--- src/rtl/prod_accum.sv ---
// prod_accum: sums N_TERMS handshaked products per frame; PROD_ACCUM_SAT_EN selects saturating instead of wrapping overflow
module prod_accum #(
  parameter int PW      = 6,
  parameter int N_TERMS = 4,
  parameter int ACC_W   = 8
) (
  input  logic             clk,
  input  logic             rst_n,
  input  logic [PW-1:0]    p_in,
  input  logic             p_valid,
  output logic             p_ready,
  input  logic             clr,
  output logic [ACC_W-1:0] acc_out,
  output logic             acc_valid,
  input  logic             acc_ready,
  output logic             ovf
);
  localparam int CW = $clog2(N_TERMS + 1);
  typedef enum logic {ACCUM, DONE} state_t;
  state_t state, state_nx;
  logic [CW-1:0] cnt;
  logic [ACC_W:0] sum;
  logic [ACC_W-1:0] acc_nx;
  logic take, last;
  assign p_ready   = state == ACCUM;
  assign acc_valid = state == DONE;
  assign take      = p_valid && p_ready;
  assign last      = cnt == CW'(N_TERMS - 1);
  assign sum       = {1'b0, acc_out} + (ACC_W + 1)'(p_in);
`ifdef PROD_ACCUM_SAT_EN
  assign acc_nx = sum[ACC_W] ? '1 : sum[ACC_W-1:0];
`else
  assign acc_nx = sum[ACC_W-1:0];
`endif
  // state register
  always_ff @(posedge clk) state <= !rst_n ? ACCUM : state_nx;
  // next state: clr aborts, last accepted term finishes the frame, downstream accept reopens input
  always_comb begin
    state_nx = clr ? ACCUM : (take && last) ? DONE : (acc_valid && acc_ready) ? ACCUM : state;
  end
  // accumulator, term counter and sticky overflow; cleared on abort or on result handoff
  always_ff @(posedge clk) begin
    if (!rst_n || clr) begin
      acc_out <= '0;
      cnt     <= '0;
      ovf     <= 1'b0;
    end else if (take) begin
      acc_out <= acc_nx;
      cnt     <= last ? '0 : cnt + 1'b1;
      ovf     <= ovf | sum[ACC_W];
    end else if (acc_valid && acc_ready) begin
      acc_out <= '0;
      ovf     <= 1'b0;
    end
  end
endmodule

--- config.mk ---
export PLATFORM = sky130hd
export DESIGN_NAME = prod_accum
export DESIGN_NICKNAME = d
export VERILOG_FILES = /design/src/rtl/prod_accum.sv
export SDC_FILE = /design/constraint.sdc
export NUM_CORES = 1
export LEC_CHECK = 0
export ABC_AREA = 1
export ABC_CLOCK_PERIOD_IN_PS = 2100
export BUFFER_PORTS_ARGS = -buffer_cell sky130_fd_sc_hd__buf_2
export CAP_MARGIN = 0
export CORE_MARGIN = 2
export CORE_UTILIZATION = 30
export CTS_BUF_LIST = sky130_fd_sc_hd__clkbuf_8
export CTS_CLUSTER_DIAMETER = 200
export DETAILED_ROUTE_END_ITERATION = 10
export PLACE_DENSITY_LB_ADDON = 0.1
export SLEW_MARGIN = 20
export SYNTH_ARGS = -nofsm -noshare
export SYNTH_HDL_FRONTEND = slang
export SYNTH_SLANG_ARGS = --single-unit
--- constraint.sdc ---
create_clock -name clk -period 2.1 [get_ports clk]
set_input_delay 0.42 -clock clk [delete_from_list [all_inputs] [get_ports clk]]
set_output_delay 0.42 -clock clk [all_outputs]
set_load 0.02 [all_outputs]
Word-level counts from Yosys, hierarchy flattened
Cells that the tools add are included.
- register bits after elaboration: 13
- input port bits: 11
- reduce and logical (&&, ||, !) cells: 8
- bitwise gates (word level): 3
- multiplexer cells: 6
- add/subtract/negate cells: 2
- eq/ne operators: 1
- operators by type and width (kind ; count):
    $mux W8 ; 2
    $add A8 B6 Y9 ; 1
    $reduce_bool A2 Y1 ; 2
    $add A3 B1 Y3 const B ; 1
    $eq A3 B2 Y1 const B ; 1
    $logic_and A1 B1 Y1 ; 3
    $mux W1 ; 3
    $mux W3 ; 1
    $not A1 Y1 ; 2
    $reduce_or A2 Y1 ; 1
    $logic_not A1 Y1 ; 1
    $logic_or A1 B1 Y1 ; 1
    $or A1 B1 Y1 ; 1

Longest topological paths before layout
Gate-level depths: netlist (run 1).
- depth after elaboration: 4
- mapped depth: 9
- gate-level depth less buffers: 9

Worst setup path after synthesis (run 1)
OpenSTA, ideal clock, no wires.
- path type: input port to flip-flop
- start point: input port p_in[0]
- end point: register ovf
- arrival: 1510 ps
- required time: 1991 ps
- path slack: 481 ps
- library setup time: 109 ps
- cell stages on the path: 9
- cells stage by stage: ha_1 > fa_1 > nand2_1 > nand2_2 > nand2_2 > o21ai_2 > a21o_1 > nand2_1 > inv_1
- cells in the longest elaborated chain, start to end: 3
- ends and longest elaborated chain (what ; line ; RTL):
    start: declaration ; 9 ; input logic [PW-1:0] p_in,
    $add A8 B6 Y9 ; 29 ; assign sum = {1'b0, acc_out} + (ACC_W + 1)'(p_in);
    $or A1 B1 Y1 ; 50 ; ovf <= ovf | sum[ACC_W];
    $mux W1 ; 47 ; end else if (take) begin
    end signal: assignment ; 50 ;
    end: declaration ; 16 ; output logic ovf
No other way between the ends.
A chain may end at the register's enable or synchronous reset.

Worst setup path after layout (run 1)
- start point: register acc_out[0]
- end point: register ovf
- cells in the longest elaborated chain, start to end: 3
- ends and longest elaborated chain (what ; line ; RTL):
    start: declaration ; 13 ; output logic [ACC_W-1:0] acc_out,
    start signal: assignment ; 48 ; acc_out <= acc_nx;
    $add A8 B6 Y9 ; 29 ;
    $or A1 B1 Y1 ; 50 ;
    $mux W1 ; 47 ;
No other way between the ends.

==> flow_metrics.env, run 1 <==
export IMPL_status="finished, final reports clean"
export IMPL_dieArea_um2=3140
export IMPL_critPathKind="flop to flop"
export IMPL_fin_cells=177
export IMPL_syn_nets=141
export IMPL_grt_pass1_wl_um=3330
export IMPL_synth_area_top_cells="dfxtp_1 (32%), nand2_1 (18%), ha_1 (11%), a21oi_1 (9.9%), inv_1 (6.5%)"
export IMPL_fmax_mhz=631
export IMPL_initial_utilization_pct=32.2
export IMPL_io_pins=22
export IMPL_slew_viol_final=0
export IMPL_clock_sinks=13
export IMPL_reg2regPathDepth=9
export IMPL_cts_setup_buffers=0
export IMPL_cts_buffers=3
export IMPL_grt_max_degree=11
export IMPL_rows=18
export IMPL_cts_reportedPaths_clkPinSlew_ns=0.06
export IMPL_power_density_nw_per_um2=572
export IMPL_grt_usage_pct=13.2
export IMPL_finalSetupViolCount=0
export IMPL_clk_path_buf_depth=2
export IMPL_place_detailed_hpwl_um=1490
export IMPL_final_cell_mix="nand2_1 (39), buf_2 (21), a21oi_1 (16)"
export IMPL_hold_class="flop to flop"
export IMPL_num_nets_final=167
export IMPL_finalSetupTns_ns=0
export IMPL_die_w_um=56.0
export IMPL_cts_hold_buf=0
export IMPL_fillers=288
export IMPL_ant_nets=0
export IMPL_yosysSeqAreaShare_pct=32.0
export IMPL_ir_drop_mv=0.442
export IMPL_vias=803
export IMPL_routed_wl_um=1880
export IMPL_cts_resized=0
export IMPL_drtIter0Drc=17
export IMPL_met1_usage_pct=17.4
export IMPL_cp_required_ns=2.24
export IMPL_area_growth_pct=23.3
export IMPL_top_usage_layer="met2"
export IMPL_synth_area_um2=812
export IMPL_maxCapViolations=0
export IMPL_worstMarginPinSlew_ns=0.401
export IMPL_synth_top_area_share_pct=32.0
export IMPL_dieHeight_um=56.0
export IMPL_leakage_nw=0.529
export IMPL_slew_headroom_pct=73.2
export IMPL_via_per_inst=4.54
export IMPL_post_route_period_util_pct=75.5
export IMPL_synth_avg_cell_area_um2=6.66
export IMPL_cp_end_kind="flop"
export IMPL_num_antenna_cells=0
export IMPL_drcViolationCount=0
export IMPL_clk_latency_ns=0.24
export IMPL_cts_root_buf="clkbuf_8"
export IMPL_synth_cell_type_count=19
export IMPL_synth_warning_count=0
export IMPL_antenna_found_initial=0
export IMPL_routedWlPerCell_um=10.6
export IMPL_globalplace_congestion=0.793
export IMPL_worst_clock_skew_ns=0.00260
export IMPL_port_buffers=21
export IMPL_final_common_cell="nand2_1"
export IMPL_yosys_area_top_type="dfxtp_1"
export IMPL_hold_viol_final=0
export IMPL_dp_cells=173
export IMPL_grt_use_met2_pct=21.3
export IMPL_met3_usage_pct=4.42
export IMPL_finalCriticalPeriod_ns=1.58
export IMPL_cts_htree_levels=1
export IMPL_grt_setup_unrepaired="no"
export IMPL_cts_tree="yes"
export IMPL_core_um2=2520
export IMPL_critPathArrivalTime_ns=1.73
export IMPL_crit_fanout=3
export IMPL_grt_pass1_vias=755
export IMPL_final_layout_size_suffix_gt1_share_pct=21.1
export IMPL_startpoint_type="flop"
export IMPL_netlist_instances=122
export IMPL_drt_pass1_iterations=4
export IMPL_hold_depth=2
export IMPL_ys_ff_latch=13
export IMPL_grt_overflow=0
## synthesized netlist by cell type
master,count
inv_1,14
o21ai_2,1
nand4_1,1
nand3_1,6
a21oi_2,1
o21ai_0,3
nor2_2,1
buf_4,1
fa_1,1
a21oi_1,16
nand2_1,39
ha_1,7
nor2_1,12
a21boi_0,1
clkinv_1,1
or2_1,1
nand2_2,2
a21o_1,1
dfxtp_1,13
## critical path, stage by stage, from the launching register on
cell	delay, ns
dfxtp_1	0.32
ha_1	0.22
fa_1	0.42
nand2_1	0.10
nand2_2	0.07
nand2_2	0.06
o21ai_2	0.06
a21o_1	0.15
nand2_1	0.05
inv_1	0.03
## cells by family (layout without fill, tap and decap cells)
kind of cell,count (synthesis),after routing,synth area share (%)
buffers and inverters,16,41,7.86
AND/OR/NAND/NOR,62,62,31.1
adder cells (fa/ha/maj),8,8,13.3
AO/OA/AOI/OAI,23,23,15.7
flip-flops,13,13,32.0
## layer usage
metal / vias up / part of all wire [%]
met4: 0 / 0.80
met1: 349 / 50
met2: 15 / 45
met5: - / 0
li1: 437 / -
met3: 2 / 4.5
## metrics by stage
stage               hold slack, ns  power (mW)  setup slack [ns]  instance area (µm²)  utilization, %
global route                 0.490       0.610             0.402                 1000            39.7
finish                       0.442       0.573             0.516                 1000            39.7
floorplan                    0.420       0.325             0.481                  812               -
global placement             0.434       0.354             0.319                  955            37.8
detailed placement           0.436       0.356             0.294                  955            37.8
CTS                          0.446       0.582             0.506                 1000            39.7
## where the power goes
group,total [mW],internal (mW),switching [mW]
Sequential,0.258,0.253,0.00492
Combinational,0.0911,0.0350,0.0561
Clock,0.224,0.131,0.0930
## registers in the layout, indices dropped and copies added (netlist names)
signal / flops
acc_out: 8
acc_valid: 1
cnt: 3
ovf: 1
## cell type report
class	count	area (µm²)	area share, %
Clock inverter	1	5.00	0.500
Clock buffer	3	41.3	4.13
Inverter	15	56.3	5.63
Tap cell	30	37.5	3.75
Timing Repair Buffer	22	113	11.3
Multi-Input combinational cell	93	488	48.8
Sequential cell	13	260	26.0
## final timing paths
path | to | slack (ns) | startpoint
max | ovf | 0.52 | acc_out[0]
min | cnt[2] | 0.44 | cnt[2]
max reg2reg | ovf | 0.52 | acc_out[0]
min reg2reg | cnt[2] | 0.44 | cnt[2]
Power figures use the tool's default switching activity.
==> run 2: changes to the inputs <==
--- a/config.mk
+++ b/config.mk
@@ -6,7 +6,7 @@
 export NUM_CORES = 1
 export LEC_CHECK = 0
 export ABC_AREA = 1
-export ABC_CLOCK_PERIOD_IN_PS = 2100
+export ABC_CLOCK_PERIOD_IN_PS = 1600
 export BUFFER_PORTS_ARGS = -buffer_cell sky130_fd_sc_hd__buf_2
 export CAP_MARGIN = 0
 export CORE_MARGIN = 2
==> constraint.sdc (replaced) <==
create_clock -name clk -period 1.6 [get_ports clk]
set_input_delay 0.32 -clock clk [delete_from_list [all_inputs] [get_ports clk]]
set_output_delay 0.32 -clock clk [all_outputs]
set_load 0.02 [all_outputs]
==> flow_metrics.env, run 2 (synthesis gave the netlist of run 1 again) <==
export IMPL_status="finished, final reports clean"
export IMPL_finalCriticalPeriod_ns=1.49
export IMPL_critPathKind="flop to flop"
export IMPL_placed_area_um2=970
export IMPL_power_frac_seq_pct=44.9
export IMPL_num_antenna_cells=0
export IMPL_cts_hold_buf=0
export IMPL_wl_met1_um=863
export IMPL_finalSetupViolCount=0
export IMPL_p_sw_mw=0.202
export IMPL_worstMarginPinSlew_ns=0.346
export IMPL_routedWlPerCell_um=10.2
export IMPL_ant_nets=0
export IMPL_cts_root_buf="clkbuf_8"
export IMPL_crit_fanout=3
export IMPL_cts_reportedPaths_clkPinSlew_ns=0.06
export IMPL_cts_setup_buffers=0
export IMPL_globalplace_congestion=0.739
export IMPL_grt_pass1_vias=711
export IMPL_swShare_pct=26.8
export IMPL_cp_required_ns=1.74
export IMPL_worst_clock_skew_ns=0.00184
export IMPL_dieHeight_um=56.0
export IMPL_final_common_cell="nand2_1"
export IMPL_die_w_um=56.0
export IMPL_routed_wl_met3_um=89
export IMPL_grt_usage_pct=12.2
export IMPL_cts_buffers=3
export IMPL_port_buffers=21
export IMPL_num_nets_final=169
export IMPL_clk_path_buf_depth=2
export IMPL_dieArea_um2=3140
export IMPL_io_pins=22
export IMPL_grt_overflow=0
export IMPL_leakage_nw=0.536
export IMPL_via_per_inst=4.58
export IMPL_maxCapViolations=0
export IMPL_holdWs_ns=0.445
export IMPL_top_regs="acc_out: 8 flops, cnt: 3 flops"
export IMPL_drtIter0Drc=6
export IMPL_top_register="acc_out"
export IMPL_drcViolationCount=0
export IMPL_top_layer="met4"
export IMPL_hold_class="flop to flop"
export IMPL_ir_drop_mv=0.666
export IMPL_final_layout_size_suffix_gt1_share_pct=23.5
export IMPL_power_frac_clock_pct=38.9
export IMPL_fmax_mhz=671
export IMPL_largest_register_ffs=8
export IMPL_antenna_found_initial=0
export IMPL_vias=819
export IMPL_grt_max_degree=11
export IMPL_final_cell_mix="nand2_1 (39), buf_2 (21), a21oi_1 (16)"
export IMPL_post_route_period_util_pct=93.1
export IMPL_rows=18
export IMPL_combPwrFrac_pct=16.2
export IMPL_area_growth_pct=25.7
export IMPL_met2WireLength_um=859
export IMPL_slew_viol_final=0
export IMPL_clock_sinks=13
export IMPL_startpoint_type="flop"
export IMPL_cts_tree="yes"
export IMPL_routed_wl_um=1820
export IMPL_grt_pass1_wl_um=3050
export IMPL_cts_htree_levels=1
export IMPL_finalSetupTns_ns=0
export IMPL_cp_end_kind="flop"
export IMPL_initial_utilization_pct=32.2
export IMPL_fin_area_um2=1020
export IMPL_grt_setup_unrepaired="no"
export IMPL_critPathArrivalTime_ns=1.63
export IMPL_slew_headroom_pct=76.9
export IMPL_power_density_nw_per_um2=738
export IMPL_drt_pass1_iterations=2
export IMPL_core_um2=2520
export IMPL_hold_viol_final=0
export IMPL_internal_power_mw=0.552
export IMPL_place_detailed_hpwl_um=1470
export IMPL_clk_latency_ns=0.24
[run 2: changes by cell type in the layout (fill, tap and decap cells not counted), sizes merged]
cell / previous run / this run
buf: 22 / 24
[run 2: worst paths after layout]
kind              startpoint  cells after the start  slack (ns)      to
setup / recovery  acc_out[0]                      9        0.11     ovf
hold / removal        cnt[2]                      2        0.44  cnt[2]
setup reg to reg  acc_out[0]                      9        0.11     ovf
hold reg to reg       cnt[2]                      2        0.44  cnt[2]
[run 2: area by class of cell]
cell class                 instances  area [µm²]
clock buffer                       3        41.3
clock inverter                     1        5.00
fill                             290        1500
inverter                          15        56.3
multi-input combinational         93         493
sequential                        13         260
tap                               30        37.5
timing repair buffer              24         128
[run 2: per-layer routing]
layer | up-vias | global-route usage, %
li1 | 447 | -
met3 | 2 | 4.88
met4 | 0 | 3.06
met2 | 16 | 20.3
met1 | 354 | 14.6
met5 | - | 0
[run 2: stage by stage]
stage | utilization (%) | instances | setup WS (ns) | total power [mW]
3_5_place_dp | 38.4 | 175 | -0.0834 | 0.468
6_report | 40.5 | 179 | 0.110 | 0.754
4_1_cts | 40.3 | 179 | 0.0159 | 0.768
3_3_place_gp | 38.4 | 175 | -0.0593 | 0.467
2_1_floorplan | - | 122 | 0.00988 | 0.427
5_1_grt | 40.5 | 179 | 0.0174 | 0.802
[run 2: power groups by stage]
stage          combinational, mW  sequential [mW]  clock [mW]
4_1_cts                    0.123            0.339       0.306
6_report                   0.122            0.339       0.293
3_5_place_dp               0.122            0.346           0
2_1_floorplan             0.0742            0.352           0
3_3_place_gp               0.122            0.345           0
5_1_grt                    0.140            0.339       0.323
[run 2: what timing repair did]
| action | in CTS | in global routing |
|---|---|---|
| endpoints found under the setup margin | 0 | 3 |
| endpoints found under the hold margin | 0 | 0 |
| gates resized for setup | 0 | 2 |
[run 2: critical path: stages, from the launching register on]
cell and delay (ns):
dfxtp_1 0.33, ha_2 0.19, fa_2 0.35, nand2_1 0.09, nand2_2 0.07, nand2_2 0.06
o21ai_2 0.06, a21o_1 0.15, nand2_1 0.05, inv_1 0.03
